[src/rtl/pipe_share_pkg.sv]
// pipe_share_pkg
//   Shared definitions for the pipe_share_arb slice.
//   - state_e : arbiter operating mode (RUN, DRAIN, DRAINED)
//   - STATS_W : width of each per-requester grant statistics counter
//               (only used when PIPE_SHARE_ARB_STATS_EN is defined)
package pipe_share_pkg;

  typedef enum logic [1:0] {
    RUN     = 2'd0,
    DRAIN   = 2'd1,
    DRAINED = 2'd2
  } state_e;

  localparam int STATS_W = 16;

endpackage

[src/rtl/data_pipeline.sv]
// data_pipeline
//   Fixed-latency register pipeline: data_o is data_i delayed by PIPE_DEPTH
//   clocks. No handshake; every stage shifts on every clock.
//   Parameters: DATA_W (width), PIPE_DEPTH (stages, >=1),
//               RST_EN (1 = stages clear on reset), RST_VAL (clear value).
//   Ports:
//     clk    in  clock
//     rst    in  synchronous active-high reset (ignored when RST_EN=0)
//     data_i in  DATA_W stage-0 input
//     data_o out DATA_W output of the last stage
module data_pipeline #(
  parameter int                DATA_W     = 32,
  parameter int                PIPE_DEPTH = 3,
  parameter bit                RST_EN     = 1'b1,
  parameter logic [DATA_W-1:0] RST_VAL    = '0
) (
  input  logic              clk,
  input  logic              rst,
  input  logic [DATA_W-1:0] data_i,
  output logic [DATA_W-1:0] data_o
);

  logic [DATA_W-1:0] stage_q [PIPE_DEPTH];

  // Shift register: stage 0 captures the input, every later stage takes the
  // value of the one before it. With RST_EN set, reset clears every stage so
  // nothing that was in flight survives.
  always_ff @(posedge clk) begin
    if (RST_EN && rst) begin
      for (int i = 0; i < PIPE_DEPTH; i++) begin
        stage_q[i] <= RST_VAL;
      end
    end else begin
      stage_q[0] <= data_i;
      for (int i = 1; i < PIPE_DEPTH; i++) begin
        stage_q[i] <= stage_q[i-1];
      end
    end
  end

  assign data_o = stage_q[PIPE_DEPTH-1];

endmodule

[src/rtl/pipe_share_arb.sv]
// pipe_share_arb
//   Round-robin arbiter that shares one fixed-latency external pipeline among
//   NUM_REQ requesters. One request is accepted per cycle, registered onto
//   pipe_*_o, and the requester id rides an internal tag pipeline so the
//   pipeline result can be steered back with a one-hot strobe. Each requester
//   may have at most MAX_OUT items outstanding. A flush request stops new
//   grants and reports idle once everything has returned.
//   Optional feature macro: PIPE_SHARE_ARB_STATS_EN adds grant_cnt_o.
//   Ports:
//     clk          in  clock
//     rst          in  synchronous active-low reset
//     req_valid_i  in  NUM_REQ request valids
//     req_data_i   in  NUM_REQ*DATA_W payloads, requester k at [k*DATA_W +: DATA_W]
//     req_ready_o  out NUM_REQ one-hot grant (combinational)
//     pipe_valid_o out registered issue valid
//     pipe_data_o  out DATA_W registered issue payload (holds when idle)
//     pipe_data_i  in  DATA_W external pipeline result
//     rsp_valid_o  out NUM_REQ one-hot result strobe
//     rsp_data_o   out DATA_W result payload (pass-through of pipe_data_i)
//     flush_i      in  drain request
//     idle_o       out high when fully drained
//     grant_cnt_o  out NUM_REQ*16 saturating grant counters (stats build only)
module pipe_share_arb
  import pipe_share_pkg::*;
#(
  parameter int NUM_REQ    = 4,
  parameter int DATA_W     = 32,
  parameter int PIPE_DEPTH = 3,
  parameter int MAX_OUT    = 2
) (
  input  logic                      clk,
  input  logic                      rst,
  input  logic [NUM_REQ-1:0]        req_valid_i,
  input  logic [NUM_REQ*DATA_W-1:0] req_data_i,
  output logic [NUM_REQ-1:0]        req_ready_o,
  output logic                      pipe_valid_o,
  output logic [DATA_W-1:0]         pipe_data_o,
  input  logic [DATA_W-1:0]         pipe_data_i,
  output logic [NUM_REQ-1:0]        rsp_valid_o,
  output logic [DATA_W-1:0]         rsp_data_o,
  input  logic                      flush_i,
  output logic                      idle_o
`ifdef PIPE_SHARE_ARB_STATS_EN
  ,
  output logic [NUM_REQ*STATS_W-1:0] grant_cnt_o
`endif
);

  localparam int ID_W  = (NUM_REQ > 1) ? $clog2(NUM_REQ) : 1;
  localparam int CNT_W = $clog2(MAX_OUT + 1);
  localparam int TAG_W = 1 + ID_W;

  state_e            state_q;
  logic [ID_W-1:0]   rr_ptr_q;
  logic [CNT_W-1:0]  out_cnt_q [NUM_REQ];
  logic [CNT_W-1:0]  out_cnt_d [NUM_REQ];
  logic              cnt_zero_d;
  logic              issue_valid_q;
  logic [ID_W-1:0]   issue_id_q;
  logic [NUM_REQ-1:0] eligible;
  logic              grant_any;
  logic [ID_W-1:0]   grant_id;
  logic [TAG_W-1:0]  tag_in;
  logic [TAG_W-1:0]  tag_out;
  logic              tag_valid;
  logic [ID_W-1:0]   tag_id;
  logic              drain_done;

  // A requester may compete only while it still has room for another
  // outstanding item.
  always_comb begin
    for (int k = 0; k < NUM_REQ; k++) begin
      eligible[k] = req_valid_i[k] && (out_cnt_q[k] < CNT_W'(MAX_OUT));
    end
  end

  // Round-robin search starting at rr_ptr with wrap-around. Grants happen
  // only in RUN and never while reset is asserted, so nothing is accepted
  // that the reset would immediately throw away.
  always_comb begin : arb_comb
    int idx;
    grant_any = 1'b0;
    grant_id  = '0;
    idx       = 0;
    if (rst && (state_q == RUN)) begin
      for (int i = 0; i < NUM_REQ; i++) begin
        idx = int'(rr_ptr_q) + i;
        if (idx >= NUM_REQ) begin
          idx = idx - NUM_REQ;
        end
        if (!grant_any && eligible[idx]) begin
          grant_any = 1'b1;
          grant_id  = ID_W'(idx);
        end
      end
    end
  end

  // One-hot accept back to the winning requester.
  always_comb begin
    req_ready_o = '0;
    if (grant_any) begin
      req_ready_o[grant_id] = 1'b1;
    end
  end

  // Issue register: the grant's payload appears on the pipeline port one
  // cycle later. pipe_data_o deliberately holds its value on idle cycles.
  always_ff @(posedge clk) begin
    if (!rst) begin
      issue_valid_q <= 1'b0;
      issue_id_q    <= '0;
      pipe_data_o   <= '0;
      rr_ptr_q      <= '0;
    end else begin
      issue_valid_q <= grant_any;
      if (grant_any) begin
        issue_id_q  <= grant_id;
        pipe_data_o <= req_data_i[grant_id*DATA_W +: DATA_W];
        rr_ptr_q    <= (grant_id == ID_W'(NUM_REQ - 1)) ? '0 : grant_id + 1'b1;
      end
    end
  end

  assign pipe_valid_o = issue_valid_q;

  // The tag follows the registered issue so it lines up with the external
  // pipeline result PIPE_DEPTH cycles later. Its stages clear on reset,
  // which is what discards results of items in flight at reset.
  assign tag_in = {issue_valid_q, issue_id_q};

  data_pipeline #(
    .DATA_W     (TAG_W),
    .PIPE_DEPTH (PIPE_DEPTH),
    .RST_EN     (1'b1),
    .RST_VAL    ('0)
  ) u_tag_pipe (
    .clk    (clk),
    .rst    (~rst),
    .data_i (tag_in),
    .data_o (tag_out)
  );

  assign tag_valid  = tag_out[TAG_W-1];
  assign tag_id     = tag_out[ID_W-1:0];
  assign rsp_data_o = pipe_data_i;

  // Steer the returning result to its owner. Masked during reset because the
  // tag stages only clear at the reset edge.
  always_comb begin
    rsp_valid_o = '0;
    if (rst && tag_valid) begin
      rsp_valid_o[tag_id] = 1'b1;
    end
  end

  // Next outstanding counts: a grant and a response for the same requester
  // in one cycle cancel out. The zero guard keeps a stray response from
  // wrapping the counter.
  always_comb begin
    cnt_zero_d = 1'b1;
    for (int k = 0; k < NUM_REQ; k++) begin
      out_cnt_d[k] = out_cnt_q[k];
      if (req_ready_o[k] && !rsp_valid_o[k]) begin
        out_cnt_d[k] = out_cnt_q[k] + 1'b1;
      end else if (!req_ready_o[k] && rsp_valid_o[k] && (out_cnt_q[k] != '0)) begin
        out_cnt_d[k] = out_cnt_q[k] - 1'b1;
      end
      if (out_cnt_d[k] != '0) begin
        cnt_zero_d = 1'b0;
      end
    end
  end

  // Outstanding-item counters per requester.
  always_ff @(posedge clk) begin
    for (int k = 0; k < NUM_REQ; k++) begin
      if (!rst) begin
        out_cnt_q[k] <= '0;
      end else begin
        out_cnt_q[k] <= out_cnt_d[k];
      end
    end
  end

  // Drain completes when the last outstanding item returns this cycle, so
  // idle_o rises the cycle right after the final response strobe. Every
  // issued item is still counted, so the issue register check only guards
  // against a mismatch between the two.
  assign drain_done = cnt_zero_d && !issue_valid_q;

  // Mode FSM. idle_o is registered alongside the state so it is a clean
  // flop output equal to "state is DRAINED".
  always_ff @(posedge clk) begin
    if (!rst) begin
      state_q <= RUN;
      idle_o  <= 1'b0;
    end else begin
      case (state_q)
        RUN: begin
          idle_o <= 1'b0;
          if (flush_i) begin
            state_q <= DRAIN;
          end
        end
        DRAIN: begin
          if (drain_done) begin
            state_q <= flush_i ? DRAINED : RUN;
            idle_o  <= flush_i;
          end else begin
            idle_o  <= 1'b0;
          end
        end
        DRAINED: begin
          if (!flush_i) begin
            state_q <= RUN;
            idle_o  <= 1'b0;
          end else begin
            idle_o  <= 1'b1;
          end
        end
        default: begin
          state_q <= RUN;
          idle_o  <= 1'b0;
        end
      endcase
    end
  end

`ifdef PIPE_SHARE_ARB_STATS_EN
  logic [STATS_W-1:0] grant_cnt_q [NUM_REQ];

  // Per-requester grant counters that stick at all-ones instead of wrapping.
  always_ff @(posedge clk) begin
    for (int k = 0; k < NUM_REQ; k++) begin
      if (!rst) begin
        grant_cnt_q[k] <= '0;
      end else if (req_ready_o[k] && (grant_cnt_q[k] != '1)) begin
        grant_cnt_q[k] <= grant_cnt_q[k] + 1'b1;
      end
    end
  end

  // Pack the counters onto the flat output bus.
  always_comb begin
    for (int k = 0; k < NUM_REQ; k++) begin
      grant_cnt_o[k*STATS_W +: STATS_W] = grant_cnt_q[k];
    end
  end
`endif

endmodule

[config.mk]
export PLATFORM = sky130hd
export DESIGN_NAME = pipe_share_arb
export DESIGN_NICKNAME = d
export VERILOG_FILES = /design/src/rtl/pipe_share_pkg.sv /design/src/rtl/data_pipeline.sv /design/src/rtl/pipe_share_arb.sv
export SDC_FILE = /design/constraint.sdc
export NUM_CORES = 1
export LEC_CHECK = 0
export ABC_AREA = 1
export CAP_MARGIN = 20
export CORE_MARGIN = 5
export CORE_UTILIZATION = 30
export DETAILED_ROUTE_END_ITERATION = 16
export PLACE_DENSITY = 0.67
export SKIP_LAST_GASP = 1
export SLEW_MARGIN = 25
export SYNTH_ARGS = -nofsm -noshare
export SYNTH_HDL_FRONTEND = slang
export SYNTH_HIERARCHICAL = 1
export SYNTH_SLANG_ARGS = --single-unit
export TNS_END_PERCENT = 30
[constraint.sdc]
create_clock -name clk -period 3.6 [get_ports clk]
set_input_delay 0.36 -clock clk [delete_from_list [all_inputs] [get_ports clk]]
set_output_delay 0.36 -clock clk [all_outputs]
set_load 0.02 [all_outputs]
==> results.yml <==
die:
  die_area_sq_mm: 0.0154
  start_util_pct: 30.8
  pin_count: 241
  dieWidth_microns: 124
  row_count: 41
  die_h_microns: 124
  core_area_sq_mm: 0.0127
logic_synthesis:
  synthAdderAreaFrac_pct: 3.85
  synth_top_family_by_area: "simple AND/OR/NAND/NOR gates"
  synth.area.mux_share_pct: 0.256
  syn_nets: 786
  synth_compound_area_share_pct: 19.1
  syn_inst: 607
  synth_edf_count: 0
  mappedNetlistArea_sq_mm: 0.00390
  yosysTopAreaCellShare_pct: 29.2
  yosys-top-cells-area: "dfxtp_1 29%, nand2_1 11%, nor2_1 8.3%, o21ai_0 7.6%, buf_4 6.9%"
  synthTopCellsByCount: "116 x nand2_1, 86 x nor2_1, 62 x inv_1"
  ys_ff_latch: 57
  yosys_warnings: 6
  yosysSeqAreaShare_pct: 29.2
  synth_top_flop_cell: "dfxtp_1"
  synth.most_common_cell: "nand2_1"
  synth_cell_types: 32
  synth_top_area_cell: "dfxtp_1"
  synth-simple-area-share_pct: 28.7
  synth_xor_xnor_area_share_pct: 0.224
  synthArstFlopShare_pct: 0
  avgSynthCellArea_sq_um: 6.43
hold_path:
  hp-class: "flop to flop"
  worstHoldStart: "u_tag_pipe/stage_q[0][2]"
  hold_end: "u_tag_pipe/stage_q[0][5]"
  hold_path_depth: 2
worst_setup_path:
  worstPathArrival_ns: 2.97
  cp.required_ns: 3.24
  cp-start-kind: "flop"
  r2r_end: "state_q[0]"
  cp_max_fo: 7
  rrSetupSlack_ns: 0.58
  reg2regPathDepth: 24
  timing.rr.start: "rr_ptr_q[1]"
  critical_path_class: "flop to primary output"
  crit_path_end_kind: "primary output"
sta:
  period_share_pct: 92.6
  tightest_slew_ns: 0.657
  finalCriticalPeriod_ns: 3.33
  rsz0062_at_grt: "no"
  hold_ws_ns: 0.399
  slew_viol_final: 0
  max_freq_mhz: 300
  hold_viol_final: 0
  clock_skew_ns: 0.00950
  fin_tns_setup_ns: 0
  report.final.setup_viol: 0
  maxSlewHeadroom_pct: 56.2
power_and_ir_drop:
  p_per_area_mw_per_mm2: 894
  vdd_drop_max_uv: 413
  power.static_leakage_uw: 0.00252
layout:
  syn2layout_area_growth_pct: 49.2
  drive_above_1_share_pct: 6.22
  nets: 913
  diodes: 0
global_route:
  grt_pass1_wl_mm: 20.5
  grt_pass1_vias: 3967
  gr-total-overflow: 0
  grt_usage_pct: 17.3
  grt_max_degree: 66
  grt_antenna_before_repair: 0
clock_tree:
  path_clk_slew_ns: 0.06
  ctsLongestPathBuffers: 2
  htree_levels: 3
  cts_sinks: 57
  ctsRootBufferMaster: "clkbuf_16"
  clk_latency_ns: 0.32
  cts-buffers-inserted: 9
  cts_tree: "done"
  cts_setup_buffers: 0
route:
  wl_per_cell_microns: 14.6
  initialDrtViolationCount: 206
  antenna_left: 0
  via_per_inst: 4.61
  num_vias: 4200
  wirelength_mm: 13.3
  dr.pass1.iters: 4
  drc: 0
status:
  outcome: "finished clean"
place:
  place.gp.congestion: 0.840
  hpwlAfterDp_mm: 9.81
  port_buffers: 176
job:
  maxCapViolCount: 0
cell usage in the layout (no fill, tap or decap), types with 2 or more instances in the layout:
cell type          n
nand2_2            4
ha_1              12
inv_2              5
o21ai_1           27
buf_4              8
nand2_1          116
a21oi_1           13
dfxtp_1           56
inv_1             62
clkbuf_16          9
nand4_1            3
o211ai_1           6
nor2_1            86
o22ai_1           28
clkdlybuf4s50_1  175
or2_0              3
nor2_2             3
bufinv_16          3
o21ai_0           59
clkinv_4           2
nand3_1           38
inv_6              3
nand3_2            4
nor3_1             4
critical path, cell delays in order, from the launching register on:
cell and delay (ns):
dfxtp_1 0.46, inv_2 0.10, nand2_1 0.08, nand2_1 0.10, nand3_1 0.10, nand2_2 0.09, a21oi_1 0.20, a22oi_1 0.10
o311ai_1 0.09, nand2_1 0.20, inv_2 0.13, ha_1 0.18, nand3_2 0.12, inv_1 0.10, clkdlybuf4s50_1 0.60
logic make-up (layout without fill, tap and decap cells):
family / after synthesis / count (layout)
buffers and inverters: 137 / 269
XOR/XNOR: 1 / 1
flip-flops: 57 / 57
AND/OR/NAND/NOR: 263 / 263
adder cells (fa/ha/maj): 12 / 12
AO/OA/AOI/OAI: 136 / 136
multiplexers: 1 / 1
metrics by stage:
stage          setup WS (ns)  power [uW]  utilization, %  cells  cell area (sq um)
2_1_floorplan          0.825        3320               -    607               3900
3_3_place_gp           0.410        4230            43.2    895               5470
3_5_place_dp           0.334        4230            43.2    895               5470
4_1_cts                0.181        5260            46.0    911               5820
5_1_grt               0.0137        5700            46.0    911               5820
6_report               0.268        5200            46.0    911               5820
metal layers:
metal	vias up	GRT usage (%)	wire length (microns)
li1	2186	-	-
met1	1840	20.3	5530
met2	168	28.6	6210
met3	6	7.86	1420
met4	0	4.45	105
met5	-	0	0
worst max path at each step:
stage	startpoint	to	cells past startpoint
6_report	rr_ptr_q[1]	req_ready_o[2]	14
5_1_grt	rr_ptr_q[1]	req_ready_o[3]	14
4_1_cts	rr_ptr_q[0]	req_ready_o[2]	14
3_5_place_dp	req_valid_i[3]	req_ready_o[2]	14
3_3_place_gp	req_valid_i[3]	req_ready_o[2]	14
2_1_floorplan	rr_ptr_q[0]	state_q[0]	26
registers in the layout (all words and copies together), names as in the netlist:
signal	cells
state_q	2
out_cnt_q	8
rr_ptr_q	2
u_tag_pipe/stage_q	9
pipe_valid_o	1
issue_id_q	2
pipe_data_o	32
idle_o	1
report_power, final:
part | internal (uW) | leakage, uW | switching, uW
clock | 683 | 0.000171 | 315
combinational | 1230 | 0.00188 | 1950
sequential | 889 | 0.000473 | 143
what timing repair did:
action / CTS / global route
endpoints found under the setup margin: 0 / 2
hold buffers: 0 / 0
gates resized for setup: 0 / 1
cell type report:
cell class,count,area [sq um]
Multi-Input combinational cell,413,2040
Fill cell,1353,6850
Inverter,69,264
Clock inverter,7,125
Sequential cell,57,1140
Clock buffer,9,225
Tap cell,172,215
Timing Repair Buffer,184,1820
(Power assumes the default switching activity.)
